`config.mk`:
```
export PLATFORM = sky130hd
export DESIGN_NAME = decrypt_round_sequencer
export DESIGN_NICKNAME = d
export VERILOG_FILES = /design/src/rtl/decrypt_round_sequencer.sv
export SDC_FILE = /design/constraint.sdc
export NUM_CORES = 1
export LEC_CHECK = 0
export BUFFER_PORTS_ARGS = -buffer_cell sky130_fd_sc_hd__buf_2
export CAP_MARGIN = 30
export CORE_MARGIN = 2
export CORE_UTILIZATION = 46
export CTS_BUF_LIST = sky130_fd_sc_hd__clkbuf_8
export DETAILED_ROUTE_END_ITERATION = 7
export GPL_TIMING_DRIVEN = 0
export HOLD_SLACK_MARGIN = 0.15
export PLACE_DENSITY = 0.71
export SETUP_SLACK_MARGIN = 0.5
export SLEW_MARGIN = 20
export SYNTH_ARGS = -nofsm -noshare
export SYNTH_HDL_FRONTEND = slang
export SYNTH_SLANG_ARGS = --single-unit
```
`constraint.sdc`:
```
create_clock -name clk -period 7.35 [get_ports clk]
set_input_delay 0 -clock clk [delete_from_list [all_inputs] [get_ports clk]]
set_output_delay 0 -clock clk [all_outputs]
set_load 0.02 [all_outputs]
```
`src/rtl/decrypt_round_sequencer.sv`:
```
// Iterative block-decryption sequencer: drives an external single-round stage NUM_ROUNDS times per block,
// applying round keys in reverse order. Optional block counter enabled by defining BLOCK_COUNT_EN.
module decrypt_round_sequencer #(
  parameter int NUM_ROUNDS = 8
) (
  input  logic        clk,
  input  logic        reset,
  input  logic        key_wr,
  input  logic [3:0]  key_addr,
  input  logic [15:0] key_data,
  input  logic        in_valid,
  output logic        in_ready,
  input  logic [15:0] in_d0,
  input  logic [15:0] in_d1,
  input  logic [15:0] in_d2,
  input  logic [15:0] in_d3,
  output logic [15:0] st_d0,
  output logic [15:0] st_d1,
  output logic [15:0] st_d2,
  output logic [15:0] st_d3,
  output logic        st_wr,
  output logic [15:0] st_key,
  input  logic [15:0] st_q0,
  input  logic [15:0] st_q1,
  input  logic [15:0] st_q2,
  input  logic [15:0] st_q3,
  output logic        out_valid,
  input  logic        out_ready,
  output logic [15:0] out_d0,
  output logic [15:0] out_d1,
  output logic [15:0] out_d2,
  output logic [15:0] out_d3
`ifdef BLOCK_COUNT_EN
  ,
  output logic [15:0] blk_cnt
`endif
);

  localparam int DATA_W = 16;
  localparam int RND_W  = $clog2(NUM_ROUNDS) + 1;

  typedef enum logic [1:0] {IDLE, ISSUE, WAIT, DONE} state_t;

  state_t             state, state_nxt;
  logic [RND_W-1:0]   rnd;
  logic [DATA_W-1:0]  key_reg [NUM_ROUNDS];
  logic [DATA_W-1:0]  work0, work1, work2, work3;
  logic [DATA_W-1:0]  key_sel;
  logic               load, capture, last_rnd;

  assign last_rnd = (rnd == RND_W'(NUM_ROUNDS - 1));

  always_ff @(posedge clk or posedge reset) begin
    if (reset) state <= IDLE;
    else       state <= state_nxt;
  end

  always_comb begin
    state_nxt = state;
    in_ready  = 1'b0;
    st_wr     = 1'b0;
    out_valid = 1'b0;
    load      = 1'b0;
    capture   = 1'b0;
    case (state)
      IDLE: begin
        in_ready = 1'b1;
        if (in_valid) begin
          load      = 1'b1;
          state_nxt = ISSUE;
        end
      end
      ISSUE: begin
        st_wr     = 1'b1;
        state_nxt = WAIT;
      end
      WAIT: begin
        capture   = 1'b1;
        state_nxt = last_rnd ? DONE : ISSUE;
      end
      DONE: begin
        out_valid = 1'b1;
        if (out_ready) state_nxt = IDLE;
      end
      default: state_nxt = IDLE;
    endcase
  end

  // Work registers, round counter and key file; all cleared by reset so an aborted block leaves no trace.
  always_ff @(posedge clk or posedge reset) begin
    if (reset) begin
      rnd   <= '0;
      work0 <= '0;
      work1 <= '0;
      work2 <= '0;
      work3 <= '0;
      for (int i = 0; i < NUM_ROUNDS; i++) key_reg[i] <= '0;
    end else begin
      if (load) begin
        work0 <= in_d0;
        work1 <= in_d1;
        work2 <= in_d2;
        work3 <= in_d3;
        rnd   <= '0;
      end
      if (capture) begin
        work0 <= st_q0;
        work1 <= st_q1;
        work2 <= st_q2;
        work3 <= st_q3;
        rnd   <= last_rnd ? '0 : rnd + 1'b1;
      end
      // Out-of-range addresses match no entry and are dropped.
      if (key_wr && state == IDLE) begin
        for (int i = 0; i < NUM_ROUNDS; i++)
          if (key_addr == 4'(i)) key_reg[i] <= key_data;
      end
    end
  end

  always_comb begin
    key_sel = '0;
    for (int i = 0; i < NUM_ROUNDS; i++)
      if (NUM_ROUNDS - 1 - i == int'(rnd)) key_sel = key_reg[i];
  end

  assign st_key = st_wr ? key_sel : '0;
  assign st_d0  = st_wr ? work0 : '0;
  assign st_d1  = st_wr ? work1 : '0;
  assign st_d2  = st_wr ? work2 : '0;
  assign st_d3  = st_wr ? work3 : '0;

  assign out_d0 = out_valid ? work0 : '0;
  assign out_d1 = out_valid ? work1 : '0;
  assign out_d2 = out_valid ? work2 : '0;
  assign out_d3 = out_valid ? work3 : '0;

`ifdef BLOCK_COUNT_EN
  logic blk_done;
  assign blk_done = (state == DONE) && out_ready;

  always_ff @(posedge clk or posedge reset) begin
    if (reset)                              blk_cnt <= '0;
    else if (blk_done && blk_cnt != 16'hFFFF) blk_cnt <= blk_cnt + 16'd1;
  end
`endif

endmodule

```
==> impl_metrics.toml <==
[worst_setup_path]
critPathRequiredTime_ps = 7350
cp_cell_sequence = "inv_1, ha_1, clkbuf_1, clkbuf_1, a21oi_1, a221o_1, a311oi_1, buf_2"
rrSetupSlack_ps = 4250
crit_type = "reg2out"
critPathLaunchType = "register"
r2r-end = "work2[12]"
cpPeakStageDelay_ps = 520
r2r-start = "state[0]"
crit_path_max_fanout = 10
slowest_stage = "clkbuf_1"
cp.arrival_ps = 3360
reg2reg_depth = 7
cpMostUsedCell = "clkbuf_1"
cp-end-kind = "output pin"

[global_routing]
gr-total-overflow = 0
grt_max_degree = 90
grt_pass1_vias = 10094
antenna_found_initial = 9
grt_pass1_wl_um = 55100
grt_usage = 0.299

[logic_synthesis]
synth_edf_count = 0
ys_async_sr_fraction = 1.00
yosysTopAreaCell = "dfrtp_1"
netlist.area_leader.share = 0.481
synth_area_per_cell_um2 = 10.9
yosysSeqAreaShare = 0.481
syn-cell-area_um2 = 10300
postSynthCellCount = 947
synth-seq-cells = 198
yosysWarnings = 0
synth_cell_types = 43
ys.flop_type = "dfrtp_1"
synth_nets = 1104
yosys-top-cells-area = "dfrtp_1 (48%), mux2_2 (14%), mux2i_1 (5.8%)"

[routing]
firstDrtPassIters = 5
wl_met3_um = 2510
met2WireLength_um = 17400
wl_met1_um = 13900
vias = 9710
routed.top_layer = "met5"
ant_nets = 0
vias_per_cell = 5.67
wire_per_inst_um = 20.8
drt_iter0_drc = 566
route.detailed.drc = 0
wl_um = 35600

[floorplanning]
start_util = 0.471
core_area_um2 = 21900
rows = 54
die_w_um = 154
pin_count = 300
fp.dieArea_um2 = 23600
fp.dieH_um = 154

[final_layout]
design_area_um2 = 14100
multi_input_area_um2 = 4920
synthToLayoutAreaGrowth_pct = 36.7
nets = 1570
largest_reg_flops = 128
nFillCells = 1792
regArea_um2 = 4950
drive_above_1_share = 0.346
fin_cells = 1714

[sta]
relSlewSlack = 0.518
drv_slew = 0
setup_viol = 0
rsz0062_at_grt = "no"
tightest_slew_ps = 722
skew_ps = 18.8
period_minus_slack_ps = 3360
finalHoldViolCount = 0
tns_ps = 0
setup_ws_ps = 3990
min_period_over_period = 0.457
fmax_ghz = 0.297

[place]
place.gp.congestion = 0.909
dp.cells = 1527
placedInstanceArea_um2 = 12200
place_ws_ps = 4580
dp_hpwl_um = 25000
port_buffers = 296

[min_path]
hp-start = "in_valid"
whs_path_depth = 4
hold_path_class = "in2reg"
hold-path-endpoint = "work0[15]"

[outcome]
status = "complete, no violations"

[clock_tree]
ctsResizeCount = 0
cts_hold_buffers = 147
cts-root-buf = "clkbuf_8"
clk_pin_slew_ps = 110
clock_sinks = 198
clock_latency_ps = 470
cts_tree = "done"
h-tree-depth = 4
cts_setup_buffers = 0
cts_buffers = 17
clockBufferDepth = 2

[pwr]
power_density_nw_per_um2 = 377
irDropWorstVdd_v = 0.000202
p_leak_nw = 6.89

[flow_run]
maxCapViolations = 0
area by class of cell:
type / count / share of cell area
sequential: 198 / 0.352
multi-input combinational: 640 / 0.349
timing repair buffer: 447 / 0.214
buffer: 87 / 0.0252
tap: 280 / 0.0249
clock buffer: 18 / 0.0176
clock inverter: 14 / 0.0102
inverter: 22 / 0.00639
antenna: 8 / 0.00142
cells by family after synthesis:
group	synth area share
buffers and inverters	0.0425
flip-flops	0.481
AO/OA/AOI/OAI	0.111
adder cells (fa/ha/maj)	0.00486
AND/OR/NAND/NOR	0.163
multiplexers	0.198
routing by layer:
layer  vias to the layer above  track usage
li1                       4339            -
met1                      4793        0.360
met2                       466        0.499
met3                       110       0.0744
met4                         2        0.152
met5                         -            0
where the power goes:
part           switching, W  internal [W]
combinational       0.00159       0.00111
clock              0.000415      0.000287
sequential         0.000325       0.00159
total               0.00233       0.00298
cell usage in the layout, fill, tap and decap left out, types with 3 or more instances in the layout:
master         synthesis  final
inv_6                  0      3
and2_1                64     64
nand2_1               66     66
nor2_1                 3      3
diode_2                0      8
a311oi_1              16     16
inv_8                  0      3
ha_1                   4      4
and3_1                64     64
mux2_2               126    126
nand3b_1              16     16
clkinvlp_4             0      3
or3b_2                18     18
dlygate4sd3_1          0    147
a22oi_1               16     16
and3b_1                5      5
clkbuf_8               0     18
o221ai_1              16     16
nand2b_1              17     17
clkbuf_1              73     73
dfrtp_1              198    198
mux2i_1               60     60
o21ai_0               66     66
inv_1                 22     22
buf_1                  3      3
nor2b_1                3      3
buf_2                  8    306
a21oi_1               41     41
a221o_1               16     16
worst max-delay path, delay by kind of cell, from the launching register on:
kind / cells / cell delay [ps]
DFF: 1 / 450
adders and majority gates: 1 / 160
buffers and inverters: 4 / 1300
AOI/OAI and AO/OA: 3 / 1020
synthesized netlist by cell type, types with 2 or more instances:
library cell	count
mux2_1	2
inv_1	22
a311oi_1	16
nand4b_1	2
nor4b_4	2
nand2_1	66
clkbuf_1	73
a22oi_1	16
o21ai_0	66
and3_1	64
nand3b_1	16
buf_6	2
mux2_2	126
a221o_1	16
ha_1	4
or4_1	2
and2_1	64
and3b_1	5
nor2_1	3
buf_2	8
nand2b_1	17
nor2b_1	3
buf_1	3
dfrtp_1	198
mux2i_1	60
a21oi_1	41
nand3_1	2
or3b_2	18
o221ai_1	16
metrics by stage:
stage | utilization | total power, W | hold slack (ps)
after global placement | 0.555 | 0.00430 | 186
after global routing | 0.644 | 0.00563 | 216
after CTS | 0.643 | 0.00526 | 173
final | 0.644 | 0.00531 | 218
after detailed placement | 0.558 | 0.00438 | 18.5
after floorplan | - | 0.00350 | 86.1
how the worst max path moves through the flow:
stage                 from          end  slack [ps]  cells past startpoint
floorplan            reset   key_reg[0]        1950                      1
CTS                 rnd[0]   st_key[15]        4060                      8
global route        rnd[0]   st_key[15]        3870                      8
finish              rnd[0]   st_key[15]        3990                      8
detailed placement  rnd[0]   st_key[15]        4580                      8
global placement     reset  key_reg[59]        -380                      2
(Power assumes the default switching activity.)
